### src/rtl/control_unit_fsm.sv
// Multi-cycle control FSM for the Mini-SRC datapath.
// The FSM fetches, decodes and executes one instruction at a time, and
// handshakes with memory through ready/valid-style read and write requests.
module control_unit_fsm #(
  parameter int MEM_TIMEOUT = 64
) (
  input  logic        clk,
  input  logic        in_rst_n,
  input  logic        in_run,
  input  logic [31:0] in_ir,
  input  logic        in_mem_ready,
  output logic        out_reg_clear,
  output logic [8:0]  out_bus_sel,
  output logic [8:0]  out_wr_en,
  output logic [3:0]  out_regfile_loc,
  output logic [3:0]  out_alu_opcode,
  output logic        out_inc_pc,
  output logic        out_mdr_select,
  output logic        out_mem_read,
  output logic        out_mem_write,
  output logic        out_halted,
  output logic        out_error
);

  localparam int CNT_W = $clog2(MEM_TIMEOUT + 1);

  localparam logic [4:0] OP_LD   = 5'b00000;
  localparam logic [4:0] OP_LDI  = 5'b00001;
  localparam logic [4:0] OP_ST   = 5'b00010;
  localparam logic [4:0] OP_ADD  = 5'b00011;
  localparam logic [4:0] OP_SUB  = 5'b00100;
  localparam logic [4:0] OP_AND  = 5'b00101;
  localparam logic [4:0] OP_OR   = 5'b00110;
  localparam logic [4:0] OP_ADDI = 5'b01100;
  localparam logic [4:0] OP_ANDI = 5'b01101;
  localparam logic [4:0] OP_ORI  = 5'b01110;
  localparam logic [4:0] OP_MUL  = 5'b01111;
  localparam logic [4:0] OP_DIV  = 5'b10000;
  localparam logic [4:0] OP_JR   = 5'b10100;
  localparam logic [4:0] OP_MFHI = 5'b11000;
  localparam logic [4:0] OP_MFLO = 5'b11001;
  localparam logic [4:0] OP_NOP  = 5'b11010;
  localparam logic [4:0] OP_HALT = 5'b11011;

  // Bit positions inside out_bus_sel
  localparam int BUS_RF  = 0;
  localparam int BUS_HI  = 1;
  localparam int BUS_LO  = 2;
  localparam int BUS_ZHI = 3;
  localparam int BUS_ZLO = 4;
  localparam int BUS_PC  = 5;
  localparam int BUS_MDR = 6;
  localparam int BUS_C   = 8;

  // Bit positions inside out_wr_en
  localparam int WR_RF  = 0;
  localparam int WR_HI  = 1;
  localparam int WR_LO  = 2;
  localparam int WR_Z   = 3;
  localparam int WR_PC  = 4;
  localparam int WR_MDR = 5;
  localparam int WR_IR  = 6;
  localparam int WR_Y   = 7;
  localparam int WR_MAR = 8;

  localparam logic [3:0] ALU_ADD = 4'd0;
  localparam logic [3:0] ALU_SUB = 4'd1;
  localparam logic [3:0] ALU_AND = 4'd2;
  localparam logic [3:0] ALU_OR  = 4'd3;
  localparam logic [3:0] ALU_MUL = 4'd4;
  localparam logic [3:0] ALU_DIV = 4'd5;

  typedef enum logic [3:0] {
    S_CLEAR, S_IDLE, S_F0, S_F1, S_F2,
    S_T3, S_T4, S_T5, S_T6, S_T7, S_HALT
  } state_t;

  state_t           state;
  state_t           next_state;
  logic [CNT_W-1:0] wait_cnt;
  logic             error_q;
  logic             set_error;

  logic [4:0] op;
  logic [3:0] ra;
  logic [3:0] rb;
  logic [3:0] rc;
  logic       ir_unused;

  assign op = in_ir[31:27];
  assign ra = in_ir[26:23];
  assign rb = in_ir[22:19];
  assign rc = in_ir[18:15];
  // The immediate field goes straight to the datapath; the FSM never looks at it.
  assign ir_unused = ^in_ir[14:0];

  logic is_alu_reg;
  logic is_imm;
  logic is_mem;
  logic is_muldiv;
  logic mem_wait;
  logic timeout_hit;

  assign is_alu_reg  = (op == OP_ADD) || (op == OP_SUB) || (op == OP_AND) || (op == OP_OR);
  assign is_imm      = (op == OP_ADDI) || (op == OP_ANDI) || (op == OP_ORI);
  assign is_mem      = (op == OP_LD) || (op == OP_ST);
  assign is_muldiv   = (op == OP_MUL) || (op == OP_DIV);
  assign mem_wait    = (state == S_F1) || ((state == S_T6) && (op == OP_LD)) ||
                       ((state == S_T7) && (op == OP_ST));
  // Ready on the last allowed wait cycle still wins over the timeout.
  assign timeout_hit = mem_wait && !in_mem_ready &&
                       (wait_cnt == CNT_W'(MEM_TIMEOUT - 1));

  assign out_error = error_q;

  // State register, memory wait counter and sticky error flag
  always_ff @(posedge clk or negedge in_rst_n) begin
    if (!in_rst_n) begin
      state    <= S_CLEAR;
      wait_cnt <= '0;
      error_q  <= 1'b0;
    end else begin
      state   <= next_state;
      error_q <= error_q | set_error;
      if (mem_wait && !in_mem_ready) begin
        wait_cnt <= wait_cnt + CNT_W'(1);
      end else begin
        wait_cnt <= '0;
      end
    end
  end

  // Next-state selection: fetch sequence, opcode dispatch and memory waits
  always_comb begin
    next_state = state;
    set_error  = 1'b0;
    case (state)
      S_CLEAR: next_state = S_IDLE;
      S_IDLE:  if (in_run) next_state = S_F0;
      S_F0:    next_state = S_F1;
      S_F1: begin
        if (in_mem_ready) begin
          next_state = S_F2;
        end else if (timeout_hit) begin
          next_state = S_HALT;
          set_error  = 1'b1;
        end
      end
      S_F2: next_state = S_T3;
      S_T3: begin
        if (is_alu_reg || is_imm || is_mem || is_muldiv || (op == OP_LDI)) begin
          next_state = S_T4;
        end else if ((op == OP_JR) || (op == OP_MFHI) || (op == OP_MFLO) || (op == OP_NOP)) begin
          next_state = S_F0;
        end else if (op == OP_HALT) begin
          next_state = S_HALT;
        end else begin
          next_state = S_HALT;
          set_error  = 1'b1;
        end
      end
      S_T4: next_state = S_T5;
      S_T5: next_state = (is_mem || is_muldiv) ? S_T6 : S_F0;
      S_T6: begin
        if (op == OP_LD) begin
          if (in_mem_ready) begin
            next_state = S_T7;
          end else if (timeout_hit) begin
            next_state = S_HALT;
            set_error  = 1'b1;
          end
        end else if (op == OP_ST) begin
          next_state = S_T7;
        end else begin
          next_state = S_F0;
        end
      end
      S_T7: begin
        if (op == OP_ST) begin
          if (in_mem_ready) begin
            next_state = S_F0;
          end else if (timeout_hit) begin
            next_state = S_HALT;
            set_error  = 1'b1;
          end
        end else begin
          next_state = S_F0;
        end
      end
      S_HALT:  next_state = S_HALT;
      default: next_state = S_HALT;
    endcase
  end

  // Output decode from the current state and the IR fields
  always_comb begin
    out_reg_clear   = 1'b0;
    out_bus_sel     = '0;
    out_wr_en       = '0;
    out_regfile_loc = '0;
    out_alu_opcode  = ALU_ADD;
    out_inc_pc      = 1'b0;
    out_mdr_select  = 1'b0;
    out_mem_read    = 1'b0;
    out_mem_write   = 1'b0;
    out_halted      = 1'b0;
    case (state)
      S_CLEAR: out_reg_clear = 1'b1;
      S_F0: begin
        out_bus_sel[BUS_PC] = 1'b1;
        out_wr_en[WR_MAR]   = 1'b1;
        out_wr_en[WR_PC]    = 1'b1;
        out_inc_pc          = 1'b1;
      end
      S_F1: begin
        out_mem_read      = 1'b1;
        out_mdr_select    = 1'b1;
        out_wr_en[WR_MDR] = in_mem_ready;
      end
      S_F2: begin
        out_bus_sel[BUS_MDR] = 1'b1;
        out_wr_en[WR_IR]     = 1'b1;
      end
      S_T3: begin
        if (is_alu_reg || is_imm || is_mem || (op == OP_LDI)) begin
          out_bus_sel[BUS_RF] = 1'b1;
          out_regfile_loc     = rb;
          out_wr_en[WR_Y]     = 1'b1;
        end else if (is_muldiv) begin
          out_bus_sel[BUS_RF] = 1'b1;
          out_regfile_loc     = ra;
          out_wr_en[WR_Y]     = 1'b1;
        end else if (op == OP_JR) begin
          out_bus_sel[BUS_RF] = 1'b1;
          out_regfile_loc     = ra;
          out_wr_en[WR_PC]    = 1'b1;
        end else if (op == OP_MFHI) begin
          out_bus_sel[BUS_HI] = 1'b1;
          out_regfile_loc     = ra;
          out_wr_en[WR_RF]    = 1'b1;
        end else if (op == OP_MFLO) begin
          out_bus_sel[BUS_LO] = 1'b1;
          out_regfile_loc     = ra;
          out_wr_en[WR_RF]    = 1'b1;
        end
      end
      S_T4: begin
        out_wr_en[WR_Z] = 1'b1;
        if (is_alu_reg) begin
          out_bus_sel[BUS_RF] = 1'b1;
          out_regfile_loc     = rc;
        end else if (is_muldiv) begin
          out_bus_sel[BUS_RF] = 1'b1;
          out_regfile_loc     = rb;
        end else begin
          out_bus_sel[BUS_C] = 1'b1;
        end
        case (op)
          OP_SUB:           out_alu_opcode = ALU_SUB;
          OP_AND, OP_ANDI:  out_alu_opcode = ALU_AND;
          OP_OR, OP_ORI:    out_alu_opcode = ALU_OR;
          OP_MUL:           out_alu_opcode = ALU_MUL;
          OP_DIV:           out_alu_opcode = ALU_DIV;
          default:          out_alu_opcode = ALU_ADD;
        endcase
      end
      S_T5: begin
        out_bus_sel[BUS_ZLO] = 1'b1;
        if (is_mem) begin
          out_wr_en[WR_MAR] = 1'b1;
        end else if (is_muldiv) begin
          out_wr_en[WR_LO] = 1'b1;
        end else begin
          out_wr_en[WR_RF] = 1'b1;
          out_regfile_loc  = ra;
        end
      end
      S_T6: begin
        if (op == OP_LD) begin
          out_mem_read      = 1'b1;
          out_mdr_select    = 1'b1;
          out_wr_en[WR_MDR] = in_mem_ready;
        end else if (op == OP_ST) begin
          out_bus_sel[BUS_RF] = 1'b1;
          out_regfile_loc     = ra;
          out_wr_en[WR_MDR]   = 1'b1;
        end else if (is_muldiv) begin
          out_bus_sel[BUS_ZHI] = 1'b1;
          out_wr_en[WR_HI]     = 1'b1;
        end
      end
      S_T7: begin
        if (op == OP_LD) begin
          out_bus_sel[BUS_MDR] = 1'b1;
          out_regfile_loc      = ra;
          out_wr_en[WR_RF]     = 1'b1;
        end else if (op == OP_ST) begin
          out_mem_write = 1'b1;
        end
      end
      S_HALT:  out_halted = 1'b1;
      default: out_halted = 1'b0;
    endcase
  end

endmodule

### config.mk
export PLATFORM = sky130hd
export DESIGN_NAME = control_unit_fsm
export DESIGN_NICKNAME = d
export VERILOG_FILES = /design/src/rtl/control_unit_fsm.sv
export SDC_FILE = /design/constraint.sdc
export NUM_CORES = 1
export LEC_CHECK = 0
export CORE_MARGIN = 5
export CORE_UTILIZATION = 29
export CTS_BUF_LIST = sky130_fd_sc_hd__clkbuf_8
export CTS_CLUSTER_DIAMETER = 100
export DETAILED_ROUTE_END_ITERATION = 7
export PLACE_DENSITY_LB_ADDON = 0.25
export SETUP_SLACK_MARGIN = 0.05
export SYNTH_ARGS = -nofsm -noshare
export SYNTH_HDL_FRONTEND = slang
export SYNTH_SLANG_ARGS = --single-unit
### constraint.sdc
create_clock -name clk -period 5.9 [get_ports clk]
set_input_delay 1.18 -clock clk [delete_from_list [all_inputs] [get_ports clk]]
set_output_delay 1.18 -clock clk [all_outputs]
set_load 0.05 [all_outputs]
# Word level (Yosys, flattened, before mapping)

Index checks and enable logic that the tools add are counted.

Register bits after elaboration: 12
Input bits: 36

Add/subtract/negate cells: 1
Eq/ne operators: 28
Mux-type cells: 84
Bitwise gates (word level): 1
Reduce and logical (&&, ||, !) cells: 27

Operator list:

| operator              | number |
|---|---|
| $mux W4               | 23 |
| $mux W1               | 44 |
| $pmux W4 S10          | 1 |
| $eq A5 B5 Y1 const B  | 6 |
| $eq A5 B4 Y1 const B  | 4 |
| $pmux W4 S5           | 1 |
| $logic_or A1 B1 Y1    | 18 |
| $eq A4 B3 Y1 const B  | 4 |
| $eq A5 B3 Y1 const B  | 3 |
| $pmux W3 S5           | 1 |
| $eq A4 B4 Y1 const B  | 3 |
| $eq A5 B2 Y1 const B  | 2 |
| $pmux W1 S2           | 5 |
| $eq A4 B2 Y1 const B  | 2 |
| $mux W2               | 4 |
| $add A7 B1 Y7 const B | 1 |
| $eq A7 B6 Y1 const B  | 1 |
| $mux W7               | 1 |
| $pmux W1 S3           | 2 |
| $eq A5 B1 Y1 const B  | 1 |
| $logic_not A5 Y1      | 1 |
| $eq A4 B1 Y1 const B  | 1 |
| $logic_and A1 B1 Y1   | 4 |
| $logic_not A4 Y1      | 1 |
| 6 further kinds       | 7 |

# Depth between registers and ports, before layout

Depth after elaboration: 11
Gate-level depth with buffers: 7
Gate-level depth less buffers: 6

# Least setup slack after synthesis

OpenSTA, ideal clock, no wires.

Kind: in2out
Start point: in in_ir[31]
End point: out out_bus_sel[1]
Data arrival time: 3.235 ns
Data required time: 4.720 ns
Path slack: 1.485 ns
Stages on the path: 4
Path through: buf_2 clkbuf_1 nand2_1 nor4_1

Longest elaborated chain between the ends: 9
Elaborated cells on any way between the ends: 29
Those cells by class: eq/ne: 13; mux: 5; reduce/logical: 11

Ends and longest elaborated chain:

| element                                             | line | source |
|---|---|---|
| start: declaration                                  | 10   | `input logic [31:0] in_ir,` |
| $eq A5 B2 Y1 / $eq A5 B3 Y1 (equally long branches) | 104  | `assign is_alu_reg = (op == OP_ADD) \|\| (op == OP_SUB) \|\| (op == OP_AND) \|\| (op == OP_OR);` |
| $logic_or A1 B1 Y1 (3 in a row)                     | 104  |  |
| $logic_or A1 B1 Y1 (3 in a row)                     | 225  | `if (is_alu_reg \|\| is_imm \|\| is_mem \|\| (op == OP_LDI)) begin` |
| $mux W2 *                                           | 225  |  |
| $mux W2 *                                           | 207  | `case (state)` |
| end: declaration                                    | 13   | `output logic [8:0] out_bus_sel,` |

Every way passes the cells marked *; elsewhere a longest branch is shown, timed or not.

# Final worst setup path

Start point: in in_ir[27]
End point: out out_regfile_loc[1]

Longest elaborated chain between the ends: 9
Elaborated cells on any way between the ends: 38
Those cells by class: eq/ne: 14; mux: 13; reduce/logical: 11

Ends and longest elaborated chain:

| element                                                              | line | source |
|---|---|---|
| parallel branches: the longest is 8 deep, another holds $eq A5 B5 Y1 | -    |  |
| $pmux W4 S5 *                                                        | 207  |  |
| end: declaration                                                     | 15   | `output logic [3:0] out_regfile_loc,` |

Mark *: on every way between the ends.

==> results.md <==
- Placeable core region: 4755 µm²
- H-tree depth reported by CTS: 1
- Count of clock tree sinks: 12
- Max Clock Freq: 0.1968 GHz
- Switching share of power: 54.74%
- Later-pin clock latency in the skew report: 0.23 ns
- Area overhead of the layout relative to synthesis: 38.50%
- Final cell utilization of the core: 41.37%
- Fin. Hold Viols: 0
- Row count: 25
- Global-route usage over all layers: 12.32%
- Leading cell type in the layout, fill and taps excluded: sky130_fd_sc_hd__clkdlybuf4s50_1
- Combinational fraction of design power: 68.3%
- Number of global-route vias before repair: 1335
- FFs w/ async S/R, synth: 100.0%
- Startpoint of the worst setup timing path: in_ir[27]
- # fillers: 515
- Total count of max-transition violations in the final report: 0
- Detailed placer's ending HPWL: 3098 µm
- Launch instance of the worst register-to-register path: state[0]$_DFFE_PN0P_
- Number of maximum-capacitance constraint violations: 0
- Proportion of synthesized area in mux cells: 0.7048%
- Chip Height: 79.98 µm
- Post-synthesis xor/xnor area fraction: 3.700%
- Worst supply voltage drop on vdd: 204.7 µV
- Maximum buffer depth of the clock tree: 2
- Share of Yosys cell area claimed by the top area cell type: 21.15%
- Adder-cell share of the synthesized area: 0.8811%
- Crit path time final: 5.081 ns
- Cell accounting for the most synthesized area: sky130_fd_sc_hd__dfrtp_1
- Switch Pwr: 0.3987 mW
- Fraction of layout instances using a drive strength above 1: 8.036%
- Sum Neg Setup Slack: 0 ns
- Power density relative to cell area: 370.3 nW/µm²
- Routed Antenna Nets: 0
- Synth Warn #: 0
- Routability-driven placement congestion ratio: 0.7732
- Clock share of power: 9.8%
- Die Wd: 79.98 µm
- Detailed-routing iteration count for the pre-antenna-repair pass: 4
- Fraction of the mapped netlist area in simple logic gates: 33.83%
- Startpoint type of the worst setup path: primary input
- Number of port buffers: 51
- Number of antenna violations at the first check in global routing: 0
- Number of DRC violations after detailed routing: 0
- Die area: 6397 µm²
- Post-Route Skew: 0.002296 ns
- Total of endpoints with negative setup slack in the final report: 0
- Initial drt markers: 104
- Classification of the worst-slack hold path: flip-flop to flip-flop
- Boundary pin count: 69
- Required time at the endpoint of the critical path: 4.72 ns
- Number of standard cells after synthesis: 186
- Count of hold buffers inserted by post-cts repair: 0
- Final routed wire length divided by cell count: 13.60 µm
- Combinational family with the most area after synthesis: simple AND/OR/NAND/NOR gates
- Post-layout nets: 263
- Arrival time at the worst endpoint: 3.90 ns
- Top library cells by usage in the layout, fill and taps aside: sky130_fd_sc_hd__clkdlybuf4s50_1 (51), sky130_fd_sc_hd__nor2_1 (18), sky130_fd_sc_hd__nand2_1 (13)
- Clock transition at path regs: 0.05 ns
- Worst slew slack as a fraction of its limit: 62.01%
- EDFF count, synth: 0
- Overall via count from detail_route: 1452
- Category of the most critical setup path: primary input to primary output
- Dominant cells by area after synthesis: sky130_fd_sc_hd__dfrtp_1 (21%), sky130_fd_sc_hd__nor2_1 (4.8%), sky130_fd_sc_hd__nor4_4 (4.5%)
- Transition time at the pin with the least slew margin: 0.5698 ns
- Clock tree root driver cell: sky130_fd_sc_hd__clkbuf_8
- Post-cts sizing count: 0
- Final clock period utilization by the worst path: 86.12%
- Cell-internal power: 0.3296 mW
- Compound-Gate Fraction of Synth Area: 27.93%
- Maximum fanout encountered on the critical timing path: 9
- Number of buffers inserted during clock tree synthesis: 3
- Clock tree from TritonCTS: built
- Number of distinct library cells after synthesis: 58
- Outcome: finished clean
- Total Wirelength: 3957 µm
- Netlist Area Pre-Place: 1420 µm²
- Relative contribution of sequential cells to total power: 21.9%
- Initial Utilization: 29.87%
- Leakage power: 0.7739 nW
- Category of the worst setup path capture point: primary output
- Total setup buffers inserted after CTS: 0
- Total gr overflow: 0
- Worst min-delay path startpoint: wait_cnt[0]$_DFF_PN0_
- Setup repair after global routing missed its margin: false
- Largest net degree at the start of global routing: 22
- Synth Register Bits: 12
- Syn_area_per_cell: 7.635 µm²
- Avg Vias per Cell: 4.990
- Global-route wire length before repair: 6506 µm
- Primary flip-flop cell chosen by synthesis mapping: sky130_fd_sc_hd__dfrtp_1
- Seq/Total Area, Yosys: 21.15%
- Diode insertion count for antenna repair: 0
==> final timing paths <==
kind | end | slack [ns] | cells past startpoint
setup / recovery | out_regfile_loc[1] | 0.82 | 7
hold / removal | wait_cnt[0]$_DFF_PN0_ | 0.46 | 1
setup reg to reg | state[3]$_DFFE_PN0P_ | 3.92 | 5
hold reg to reg | wait_cnt[0]$_DFF_PN0_ | 0.46 | 1
max in group asynchronous | state[2]$_DFFE_PN0P_ | 4.26 | 1
min in group asynchronous | wait_cnt[3]$_DFF_PN0_ | 1.29 | 1
==> flip-flops by register name (all words and copies together) (netlist names) <==
name,count
state,4
wait_cnt,7
out_error,1
==> area by class of cell <==
type / instances / area (µm²) / share of cell area [%]
multi-input combinational: 144 / 959.7 / 48.79
timing repair buffer: 56 / 548.0 / 27.86
sequential: 12 / 300.3 / 15.27
tap: 67 / 83.83 / 4.262
clock buffer: 3 / 41.29 / 2.099
inverter: 9 / 33.78 / 1.718
==> critical path, stage by stage <==
cell                              delay [ns]
sky130_fd_sc_hd__clkdlybuf4s50_1        0.63
sky130_fd_sc_hd__or4_4                  0.67
sky130_fd_sc_hd__nor2_1                 0.21
sky130_fd_sc_hd__nand2_1                0.10
sky130_fd_sc_hd__nand3_1                0.17
sky130_fd_sc_hd__a21o_1                 0.14
sky130_fd_sc_hd__clkdlybuf4s50_1        0.80
==> per-stage QoR <==
step           area, µm²  hold WS [ns]  setup WS, ns  total power, mW  instances
6_report            1967        0.4558        0.8188           0.7283        291
5_1_grt             1967        0.4824        0.6239           0.7770        291
4_1_cts             1967        0.4616        0.7758           0.7360        291
3_5_place_dp        1926        0.4549        0.7668           0.6627        288
3_3_place_gp        1926        0.4453        0.7932           0.6607        288
2_1_floorplan       1424        0.4223         1.485           0.5263        187
==> cells by family (layout without fill, tap and decap cells) <==
family	count (synthesis)	after routing
buf+inv	31	68
compound gates	56	56
other cells	1	2
fa+ha+maj	1	1
simple gates	78	78
xor+xnor	6	6
mux	1	1
flops	12	12
==> power groups by stage <==
| stage | combinational, mW | sequential (mW) | clock [mW] |
|---|---|---|---|
| 3_3_place_gp | 0.501 | 0.160 | 0 |
| 3_5_place_dp | 0.501 | 0.161 | 0 |
| 6_report | 0.497 | 0.159 | 0.0714 |
| 5_1_grt | 0.530 | 0.167 | 0.0805 |
| 2_1_floorplan | 0.395 | 0.131 | 0 |
| 4_1_cts | 0.502 | 0.160 | 0.0742 |
==> metal layers <==
metal	up-vias	GRT usage, %	wire [µm]
met2	38	19.62	1773
met5	-	0	0
met4	0	0.5068	0
met3	0	2.257	209
li1	746	-	-
met1	668	18.06	1974
==> cells in the mapped netlist (all sizes together), types with 2 or more instances <==
| master | count |
|---|---|
| nor2 | 18 |
| buf | 13 |
| nand2 | 13 |
| dfrtp | 12 |
| a21oi | 11 |
| o21ai | 11 |
| clkbuf | 9 |
| inv | 9 |
| nand2b | 7 |
| a21o | 6 |
| nand3 | 6 |
| nor3 | 6 |
| nor4 | 6 |
| a22o | 4 |
| a31oi | 3 |
| nor2b | 3 |
| or2 | 3 |
| xnor2 | 3 |
| xor2 | 3 |
| a2111oi | 2 |
| a21boi | 2 |
| a22oi | 2 |
| and2 | 2 |
| and2b | 2 |
| and4bb | 2 |
| o2111ai | 2 |
| o221ai | 2 |
| or3 | 2 |
Note: power is estimated with default switching activity, not from simulation.
